===== src/rtl/cvxif_offload_ctrl.sv =====
// CV-X-IF offload controller: hands one core instruction at a time to a coprocessor,
// waits for the matching result and returns it as a single register-file writeback.
//
// state    | meaning
// ---------+---------------------------------------------------------------
// IDLE     | ready for a new core instruction
// ISSUE    | presenting the captured instruction/operands to the coprocessor
// WAIT_RES | accepted with writeback, waiting for the result carrying our ID
// RESP     | one-cycle writeback (if requested) and done pulse
module cvxif_offload_ctrl #(
   parameter int XLEN          = 32,
   parameter int IdW           = 3,
   parameter int TimeoutCycles = 64
) (
   input  logic                clk_i,
   input  logic                rst_ni,

   input  logic                instr_valid_i,
   output logic                instr_ready_o,
   input  logic [31:0]         instr_i,
   input  logic [XLEN-1:0]     rs1_i,
   input  logic [XLEN-1:0]     rs2_i,
   input  logic [XLEN-1:0]     rs3_i,

   output logic                x_issue_valid_o,
   input  logic                x_issue_ready_i,
   output logic [31:0]         x_issue_instr_o,
   output logic [IdW-1:0]      x_issue_id_o,
   output logic [3*XLEN-1:0]   x_issue_rs_o,
   output logic [2:0]          x_issue_rs_valid_o,
   input  logic                x_issue_resp_accept_i,
   input  logic                x_issue_resp_writeback_i,
   input  logic [2:0]          x_issue_resp_register_read_i,

   input  logic                x_result_valid_i,
   output logic                x_result_ready_o,
   input  logic [IdW-1:0]      x_result_id_i,
   input  logic [XLEN-1:0]     x_result_data_i,
   input  logic [4:0]          x_result_rd_i,
   input  logic                x_result_we_i,

   output logic                wb_valid_o,
   output logic [4:0]          wb_rd_o,
   output logic [XLEN-1:0]     wb_data_o,

   output logic                illegal_o,
   output logic                timeout_o,
   output logic                done_o,
   output logic                busy_o
);

   localparam int CntW = (TimeoutCycles > 1) ? $clog2(TimeoutCycles) : 1;
   localparam logic [CntW-1:0] CntLast = CntW'(TimeoutCycles - 1);

   typedef enum logic [1:0] {
      IDLE     = 2'd0,
      ISSUE    = 2'd1,
      WAIT_RES = 2'd2,
      RESP     = 2'd3
   } state_e;

   state_e            state_q, state_d;
   logic [31:0]       instr_q, instr_d;
   logic [XLEN-1:0]   rs1_q, rs1_d;
   logic [XLEN-1:0]   rs2_q, rs2_d;
   logic [XLEN-1:0]   rs3_q, rs3_d;
   logic [IdW-1:0]    id_q, id_d;
   logic [IdW-1:0]    out_id_q, out_id_d;
   logic [CntW-1:0]   cnt_q, cnt_d;
   logic              resp_accept_q, resp_accept_d;
   logic              resp_wb_q, resp_wb_d;
   logic [2:0]        resp_rr_q, resp_rr_d;
   logic [XLEN-1:0]   res_data_q, res_data_d;
   logic [4:0]        res_rd_q, res_rd_d;
   logic              res_we_q, res_we_d;
   logic              illegal_q, illegal_d;
   logic              done_q, done_d;
   logic              timeout_q, timeout_d;

   logic              res_match;
   logic              unused_resp_rr;

   // register_read is kept for visibility only; every operand is always sent valid
   assign unused_resp_rr = ^resp_rr_q;

   assign res_match = x_result_valid_i && (x_result_id_i == out_id_q)
                      && resp_accept_q && resp_wb_q;

   always_comb begin
      state_d       = state_q;
      instr_d       = instr_q;
      rs1_d         = rs1_q;
      rs2_d         = rs2_q;
      rs3_d         = rs3_q;
      id_d          = id_q;
      out_id_d      = out_id_q;
      cnt_d         = cnt_q;
      resp_accept_d = resp_accept_q;
      resp_wb_d     = resp_wb_q;
      resp_rr_d     = resp_rr_q;
      res_data_d    = res_data_q;
      res_rd_d      = res_rd_q;
      res_we_d      = res_we_q;
      illegal_d     = 1'b0;
      done_d        = 1'b0;
      timeout_d     = 1'b0;

      case (state_q)
         IDLE: begin
            if (instr_valid_i) begin
               instr_d = instr_i;
               rs1_d   = rs1_i;
               rs2_d   = rs2_i;
               rs3_d   = rs3_i;
               state_d = ISSUE;
            end
         end

         ISSUE: begin
            if (x_issue_ready_i) begin
               if (!x_issue_resp_accept_i) begin
                  illegal_d = 1'b1;
                  state_d   = IDLE;
               end else begin
                  id_d = id_q + IdW'(1);
                  if (!x_issue_resp_writeback_i) begin
                     done_d  = 1'b1;
                     state_d = IDLE;
                  end else begin
                     out_id_d      = id_q;
                     resp_accept_d = x_issue_resp_accept_i;
                     resp_wb_d     = x_issue_resp_writeback_i;
                     resp_rr_d     = x_issue_resp_register_read_i;
                     cnt_d         = '0;
                     state_d       = WAIT_RES;
                  end
               end
            end
         end

         WAIT_RES: begin
            // a matched result wins over a timeout expiring in the same cycle
            if (res_match) begin
               res_data_d = x_result_data_i;
               res_rd_d   = x_result_rd_i;
               res_we_d   = x_result_we_i;
               state_d    = RESP;
            end else if (cnt_q == CntLast) begin
               timeout_d = 1'b1;
               state_d   = IDLE;
            end else begin
               cnt_d = cnt_q + CntW'(1);
            end
         end

         RESP: begin
            state_d = IDLE;
         end

         default: begin
            state_d = IDLE;
         end
      endcase
   end

   always_ff @(posedge clk_i) begin
      if (!rst_ni) begin
         state_q       <= IDLE;
         instr_q       <= '0;
         rs1_q         <= '0;
         rs2_q         <= '0;
         rs3_q         <= '0;
         id_q          <= '0;
         out_id_q      <= '0;
         cnt_q         <= '0;
         resp_accept_q <= 1'b0;
         resp_wb_q     <= 1'b0;
         resp_rr_q     <= '0;
         res_data_q    <= '0;
         res_rd_q      <= '0;
         res_we_q      <= 1'b0;
         illegal_q     <= 1'b0;
         done_q        <= 1'b0;
         timeout_q     <= 1'b0;
      end else begin
         state_q       <= state_d;
         instr_q       <= instr_d;
         rs1_q         <= rs1_d;
         rs2_q         <= rs2_d;
         rs3_q         <= rs3_d;
         id_q          <= id_d;
         out_id_q      <= out_id_d;
         cnt_q         <= cnt_d;
         resp_accept_q <= resp_accept_d;
         resp_wb_q     <= resp_wb_d;
         resp_rr_q     <= resp_rr_d;
         res_data_q    <= res_data_d;
         res_rd_q      <= res_rd_d;
         res_we_q      <= res_we_d;
         illegal_q     <= illegal_d;
         done_q        <= done_d;
         timeout_q     <= timeout_d;
      end
   end

   assign instr_ready_o      = (state_q == IDLE);
   assign busy_o             = (state_q != IDLE);

   assign x_issue_valid_o    = (state_q == ISSUE);
   assign x_issue_instr_o    = x_issue_valid_o ? instr_q : '0;
   assign x_issue_id_o       = x_issue_valid_o ? id_q : '0;
   assign x_issue_rs_o       = x_issue_valid_o ? {rs3_q, rs2_q, rs1_q} : '0;
   assign x_issue_rs_valid_o = x_issue_valid_o ? 3'b111 : 3'b000;

   assign x_result_ready_o   = (state_q == WAIT_RES);

   // writes to x0 are suppressed
   assign wb_valid_o         = (state_q == RESP) && res_we_q && (res_rd_q != 5'd0);
   assign wb_rd_o            = wb_valid_o ? res_rd_q : '0;
   assign wb_data_o          = wb_valid_o ? res_data_q : '0;

   assign illegal_o          = illegal_q;
   assign timeout_o          = timeout_q;
   assign done_o             = done_q || (state_q == RESP);

endmodule


===== config.mk =====
export PLATFORM = sky130hd
export DESIGN_NAME = cvxif_offload_ctrl
export DESIGN_NICKNAME = d
export VERILOG_FILES = /design/src/rtl/cvxif_offload_ctrl.sv
export SDC_FILE = /design/constraint.sdc
export NUM_CORES = 1
export LEC_CHECK = 0
export ABC_AREA = 1
export CAP_MARGIN = 20
export CORE_AREA = 2 2 140 142
export CTS_BUF_LIST = sky130_fd_sc_hd__clkbuf_4 sky130_fd_sc_hd__clkbuf_8
export CTS_CLUSTER_DIAMETER = 40
export CTS_CLUSTER_SIZE = 10
export DETAILED_ROUTE_END_ITERATION = 12
export DIE_AREA = 0 0 142 144
export GPL_ROUTABILITY_DRIVEN = 0
export HOLD_SLACK_MARGIN = 0.08
export PLACE_DENSITY = 0.75
export SETUP_SLACK_MARGIN = 0.02
export SKIP_CTS_REPAIR_TIMING = 1
export SLEW_MARGIN = 20
export SYNTH_ARGS = -nofsm -noshare
export SYNTH_HDL_FRONTEND = slang
export SYNTH_SLANG_ARGS = --single-unit
export TNS_END_PERCENT = 20

===== constraint.sdc =====
create_clock -name clk_i -period 2.13 [get_ports clk_i]
set_input_delay 0.426 -clock clk_i [delete_from_list [all_inputs] [get_ports clk_i]]
set_output_delay 0.426 -clock clk_i [all_outputs]
set_load 0.03 [all_outputs]

==> results.json, run 1 <==
{
  "crit_chain": "inv_2, nor2_4, inv_4, buf_4, buf_12, nor2_1, buf_4",
  "finish.utilization_pct": 59.9,
  "grt.busiest_layer": "met2",
  "die_x_um": 142,
  "synth_xor_area_share_pct": 0.115,
  "start_kind": "flop",
  "cts_max_level": 4,
  "cts_tree": "built",
  "worstPathRequired_ns": 1.70,
  "start_util_pct": 40.0,
  "holdPathEnd": "rs3_q[23]",
  "grt_pass1_wl_um": 34800,
  "drt_iter0_markers": 278,
  "synthCells": 1051,
  "finalCriticalPeriod_ns": 2.24,
  "ios": 358,
  "wl_per_cell_um": 14.3,
  "cts_root_buf": "clkbuf_8",
  "synth_compound_area_share_pct": 23.2,
  "antennaDiodeCount": 0,
  "final_area_um2": 11400,
  "finalCritPeriodShare_pct": 105,
  "antenna_found_initial": 0,
  "grt_pass1_vias": 6968,
  "multi_input_area_um2": 2860,
  "hp-start": "rst_ni",
  "ant_nets": 0,
  "syn_area_per_cell_um2": 7.25,
  "critPathSlowestCell": "dfxtp_2",
  "fin_nets": 1554,
  "dp_worst_setup_slack_ns": 0.0937,
  "failed_checks": "negative setup slack",
  "die_h_um": 144,
  "whs_path_depth": 3,
  "arrival_ns": 1.81,
  "synth_seq_cells": 184,
  "cts-buffers-inserted": 17,
  "cts.sinks": 184,
  "track_usage_pct": 21.5,
  "area_growth_syn_to_layout_pct": 50.0,
  "die_area_um2": 20400,
  "drive_gt1_share_pct": 19.0,
  "rows": 51,
  "max-vdd-ir-drop_uv": 493,
  "slew_viol_final": 0,
  "finClkSkew_ns": 0.0122,
  "leakagePower_nw": 4.82,
  "synthAdderAreaFrac_pct": 0.328,
  "firstDrtPassIters": 4,
  "hold_path.class": "primary input to flop",
  "rsz0062_at_grt": "yes",
  "grt_max_degree": 80,
  "port_buffers": 354,
  "fin_ws_ns": -0.105,
  "critPathKind": "flop to output port",
  "rr_worst_depth": 8,
  "synth_top_family_by_area": "compound AO/OA/AOI/OAI gates",
  "fillCellCount": 1783,
  "use_met3_pct": 7.88,
  "grt_util_met1_pct": 24.9,
  "vias": 7553,
  "overflow": 0,
  "finalSetupViolCount": 85,
  "muxShareOfSynthArea_pct": 0,
  "critPathMaxStageDelay_ns": 0.35,
  "powerDensity_nw_per_um2": 1010,
  "end_kind": "output port",
  "path_common_cell": "buf_4",
  "outcome": "finished with violations",
  "hold_violations": 0,
  "maxCapViolCount": 0,
  "wirelength_um": 23200,
  "viasPerCell": 4.65,
  "clkLatencyLatePin_ns": 0.46,
  "yosysWarnings": 0,
  "synth-simple-area-share_pct": 13.0,
  "synth_area_um2": 7620,
  "drc": 0,
  "r2r_end": "res_data_q[20]",
  "synth_fp_nets": 1232,
  "cts_buffer_depth": 2,
  "seqCellArea_um2": 3690,
  "synth_cell_types": 29,
  "cpLargestDelayFamily": "buffers and inverters",
  "clkTransAtPathRegs_ns": 0.11,
  "core_area_um2": 19100,
  "path_max_fanout": 51,
  "crit_buf_inv": 5,
  "synth-seq-area-share_pct": 48.3,
  "reg2reg_setup_slack_ns": 0.53,
  "worstReg2RegStart": "state_q[0]",
  "slew-limit-headroom_pct": 70.9,
  "worst_slew_pin_slew_ns": 0.436,
  "dpl.hpwl_um": 17000,
  "fmax_mhz": 447,
  "placed_area_um2": 11000,
  "grt_util_met2_pct": 36.9
}
flip-flops by register name, indices dropped and copies added, names as in the netlist:
register	count
cnt_q	6
done_q	1
id_q	3
illegal_o	1
instr_q	32
out_id_q	3
res_data_q	32
res_rd_q	5
res_we_q	1
resp_wb_q	1
rs1_q	32
rs2_q	32
rs3_q	32
state_q	2
timeout_o	1
Yosys cell counts (all sizes together):
cell      n  share of area (%)
a21oi   177                 12
o22ai     1              0.082
ha        2               0.33
o21bai    1              0.099
clkbuf   27                1.3
nor2    186                9.4
dfxtp   184                 48
a31oi     1              0.082
clkinv    1              0.049
nand2    36                1.8
inv     190                9.4
nor3b     3               0.30
and3      1              0.082
nand3    11               0.79
buf      49                4.3
nand4     2               0.16
xnor2     1               0.11
nor3      6               0.46
o21ai   172                 11
kinds of logic after synthesis:
group	after synthesis
AND/OR/NAND/NOR	245
buffers and inverters	267
XOR/XNOR	1
AO/OA/AOI/OAI	352
adder cells (fa/ha/maj)	2
flip-flops	184
stage by stage:
stage / power [mW] / TNS [ns] / hold WS (ns) / cells
5_1_grt: 12.2 / -14.72 / 0.433 / 1624
6_report: 11.5 / -4.44 / 0.430 / 1624
3_3_place_gp: 9.05 / 0 / 0.437 / 1592
2_1_floorplan: 7.35 / 0 / 0.430 / 1051
3_5_place_dp: 9.14 / 0 / 0.444 / 1592
4_1_cts: 11.6 / -35.45 / 0.403 / 1624
power by group:
part	leakage, nW	switching, mW	total [mW]	internal, mW
combinational	3.10	3.07	4.78	1.71
clock	0.212	1.40	2.43	1.03
sequential	1.51	0.188	4.31	4.12
how the worst max path moves through the flow:
stage / startpoint / endpoint / slack (ns) / cells after the start
after floorplan: state_q[0] / x_issue_rs_o[10] / 0.17 / 6
after global placement: x_result_id_i[1] / res_rd_q[2] / 0.12 / 9
after detailed placement: x_result_id_i[1] / res_rd_q[2] / 0.09 / 9
after CTS: state_q[0] / x_issue_rs_o[95] / -0.41 / 6
after global routing: state_q[0] / x_issue_rs_o[61] / -0.24 / 7
final: state_q[0] / x_issue_rs_o[61] / -0.11 / 7
routing by layer:
metal | vias up | wire [µm]
li1 | 3959 | -
met1 | 3330 | 9540
met2 | 239 | 11200
met3 | 25 | 1930
met4 | 0 | 469
met5 | - | 0
placed cells by master (no fill, tap or decap), types with 2 or more instances in the layout:
| master | n |
|---|---|
| inv_4 | 2 |
| nand2_1 | 34 |
| clkinv_4 | 2 |
| clkinv_8 | 2 |
| a21oi_1 | 177 |
| clkbuf_4 | 2 |
| nor3b_1 | 3 |
| nor3_2 | 2 |
| dfxtp_1 | 182 |
| buf_6 | 22 |
| inv_6 | 4 |
| inv_2 | 2 |
| clkdlybuf4s50_1 | 176 |
| nand3_1 | 10 |
| inv_1 | 185 |
| buf_4 | 114 |
| nor3_1 | 4 |
| dlymetal6s2s_1 | 9 |
| clkbuf_8 | 18 |
| o21ai_1 | 132 |
| ha_1 | 2 |
| inv_8 | 4 |
| o21ai_0 | 40 |
| nor2_4 | 3 |
| nor2_2 | 22 |
| nand4_1 | 2 |
| clkbuf_2 | 44 |
| nand2_2 | 2 |
| buf_12 | 12 |
| nor2_1 | 161 |
area by class of cell:
type                       count  share of cell area, %
multi-input combinational    600                   25.0
tap                          238                   2.60
timing repair buffer         379                   30.2
clock inverter                13                   1.37
sequential                   184                   32.3
inverter                     191                   6.36
clock buffer                  19                   2.23
worst min-delay path, cell delays in order:
cell and delay (ns):
buf_4 0.26, o21ai_1 0.13, a21oi_1 0.05
(Power assumes the default switching activity.)
==> run 2, diff against run 1 <==
--- a/config.mk
+++ b/config.mk
@@ -7,15 +7,15 @@
 export LEC_CHECK = 0
 export ABC_AREA = 1
 export CAP_MARGIN = 20
-export CORE_AREA = 2 2 140 142
+export CORE_MARGIN = 10
+export CORE_UTILIZATION = 46
 export CTS_BUF_LIST = sky130_fd_sc_hd__clkbuf_4 sky130_fd_sc_hd__clkbuf_8
 export CTS_CLUSTER_DIAMETER = 40
 export CTS_CLUSTER_SIZE = 10
 export DETAILED_ROUTE_END_ITERATION = 12
-export DIE_AREA = 0 0 142 144
 export GPL_ROUTABILITY_DRIVEN = 0
 export HOLD_SLACK_MARGIN = 0.08
-export PLACE_DENSITY = 0.75
+export PLACE_DENSITY = 0.84
 export SETUP_SLACK_MARGIN = 0.02
 export SKIP_CTS_REPAIR_TIMING = 1
 export SLEW_MARGIN = 20
==> run 2 against run 1 <==
- the flow still finishes with violations (negative setup slack)
- register-to-register slack worse by 0.16 ns
- clock-buffer cell count unchanged
- critical endpoint is now x_issue_rs_o[37]
- clock power about the same
- flip-flop and latch count unchanged
- global-route usage up 0.83 points
- highest routed layer unchanged
==> results.json, run 2 (synthesis gave the netlist of run 1 again) <==
{
  "finish.utilization_pct": 73.4,
  "finalSetupViolCount": 118,
  "cp_num_cells": 8,
  "cts-buffers-inserted": 17,
  "worstPathRequired_ns": 1.70,
  "drt_iter0_markers": 463,
  "finalCriticalPeriod_ns": 2.33,
  "path_max_fanout": 8,
  "firstDrtPassIters": 7,
  "hold_path.class": "primary input to flop",
  "port_buffers": 354,
  "cts.sinks": 184,
  "critPathSlowestCell": "dfxtp_2",
  "grt_pass1_wl_um": 39300,
  "grt_pass1_vias": 7367,
  "ios": 358,
  "hold_ws_ns": 0.355,
  "slew-limit-headroom_pct": 73.6,
  "slew_viol_final": 0,
  "grt_max_degree": 83,
  "rr_worst_depth": 11,
  "drive_gt1_share_pct": 22.7,
  "area_growth_syn_to_layout_pct": 58.0,
  "arrival_ns": 1.91,
  "start_kind": "flop",
  "drc": 0,
  "hp-start": "rst_ni",
  "crit_chain": "inv_2, nor2_4, clkinv_8, buf_4, buf_4, buf_4, nor2_1, buf_4",
  "dpl.hpwl_um": 20200,
  "r2r_end": "cnt_q[4]",
  "core_area_um2": 16400,
  "cts_buffer_depth": 2,
  "path_common_cell": "buf_4",
  "clkTransAtPathRegs_ns": 0.09,
  "wirelength_um": 28900,
  "outcome": "finished with violations",
  "whs_path_depth": 3,
  "cts_max_level": 4,
  "finClkSkew_ns": 0.0117,
  "die_h_um": 149,
  "viasPerCell": 4.99,
  "track_usage_pct": 22.3,
  "end_kind": "output port",
  "ant_nets": 0,
  "start_util_pct": 46.5,
  "hold_violations": 0,
  "worstReg2RegStart": "state_q[0]",
  "die_x_um": 149,
  "vias": 8105,
  "cts_tree": "built",
  "critPathKind": "flop to output port",
  "failed_checks": "negative setup slack",
  "cpLargestDelayFamily": "buffers and inverters",
  "critPathMaxStageDelay_ns": 0.37,
  "fmax_mhz": 429,
  "leakagePower_nw": 5.00,
  "rows": 47,
  "crit_buf_inv": 6,
  "antenna_found_initial": 2,
  "fin_ws_ns": -0.203,
  "overflow": 0,
  "rsz0062_at_grt": "yes",
  "max-vdd-ir-drop_uv": 605,
  "finalCritPeriodShare_pct": 110,
  "die_area_um2": 22100,
  "wl_per_cell_um": 17.8,
  "fin_nets": 1568,
  "worst_slew_pin_slew_ns": 0.395,
  "cts_root_buf": "clkbuf_8",
  "layout_commonest_cell": "inv_1",
  "maxCapViolCount": 0,
  "final_cell_mix": "inv_1 (185), dfxtp_1 (182), a21oi_1 (177), clkdlybuf4s50_1 (176), o21ai_1 (132)",
  "holdPathEnd": "cnt_q[5]",
  "clkLatencyLatePin_ns": 0.46,
  "reg2reg_setup_slack_ns": 0.37,
  "powerDensity_nw_per_um2": 1020
}
[run 2: changes by cell type in the layout (fill, tap and decap cells not counted), sizes merged]
cell / previous run / this run
buf: 149 / 185
clkbuf: 64 / 39
diode: 0 / 3
dlymetal6s2s: 9 / 10
clkinvlp: 0 / 2
inv: 197 / 196
bufinv: 1 / 2
[run 2: worst min-delay path, cell delays in order]
cell and delay [ns]:
buf_4 0.20, nand2_1 0.10, nor2_1 0.03
[run 2: how the worst max path moves through the flow]
stage                           from                  end  slack (ns)
after floorplan           state_q[0]     x_issue_rs_o[10]        0.17
after global routing      state_q[0]     x_issue_rs_o[72]       -0.26
after global placement    state_q[0]  x_issue_instr_o[18]        0.04
final                     state_q[0]     x_issue_rs_o[37]       -0.20
after CTS                 state_q[0]  x_issue_instr_o[19]       -0.53
after detailed placement  state_q[0]  x_issue_instr_o[19]       -0.01
[run 2: report_power, final]
group          internal, mW  total, mW  leakage, nW  switching, mW
registers              4.12       4.32         1.51          0.200
logic                  2.08       5.60         3.29           3.52
clock network          1.10       2.42        0.201           1.32
total                  7.30       12.3         5.00           5.03
[run 2: metrics by stage]
| stage | instance area, µm² | instances | setup WS, ns | power, mW | setup TNS [ns] |
|---|---|---|---|---|---|
| 2_1_floorplan | 7620 | 1051 | 0.174 | 7.35 | 0 |
| 3_3_place_gp | 11000 | 1572 | 0.0372 | 9.03 | 0 |
| 3_5_place_dp | 11000 | 1572 | -0.0122 | 9.13 | -0.0122 |
| 4_1_cts | 11400 | 1604 | -0.527 | 11.5 | -50.46 |
| 5_1_grt | 12000 | 1622 | -0.256 | 13.0 | -18.68 |
| 6_report | 12000 | 1623 | -0.203 | 12.3 | -11.61 |
[run 2: final cells by class]
type / instances / area (µm²)
well taps: 220 / 275
repair inverters: 2 / 17.5
inverters: 191 / 737
clock inverters: 13 / 143
diodes: 3 / 7.51
flip-flops and latches: 184 / 3690
clock buffers: 19 / 255
fillers: 1212 / 4360
repair buffers: 391 / 3840
multi-input cells: 600 / 3080
[run 2: per-layer routing]
metal,vias up,part of all wire (%),global-route usage (%)
li1,3995,-,-
met1,3724,37,24.8
met2,331,49,36.6
met3,55,10,10.0
met4,0,3.8,9.37
met5,-,0,0
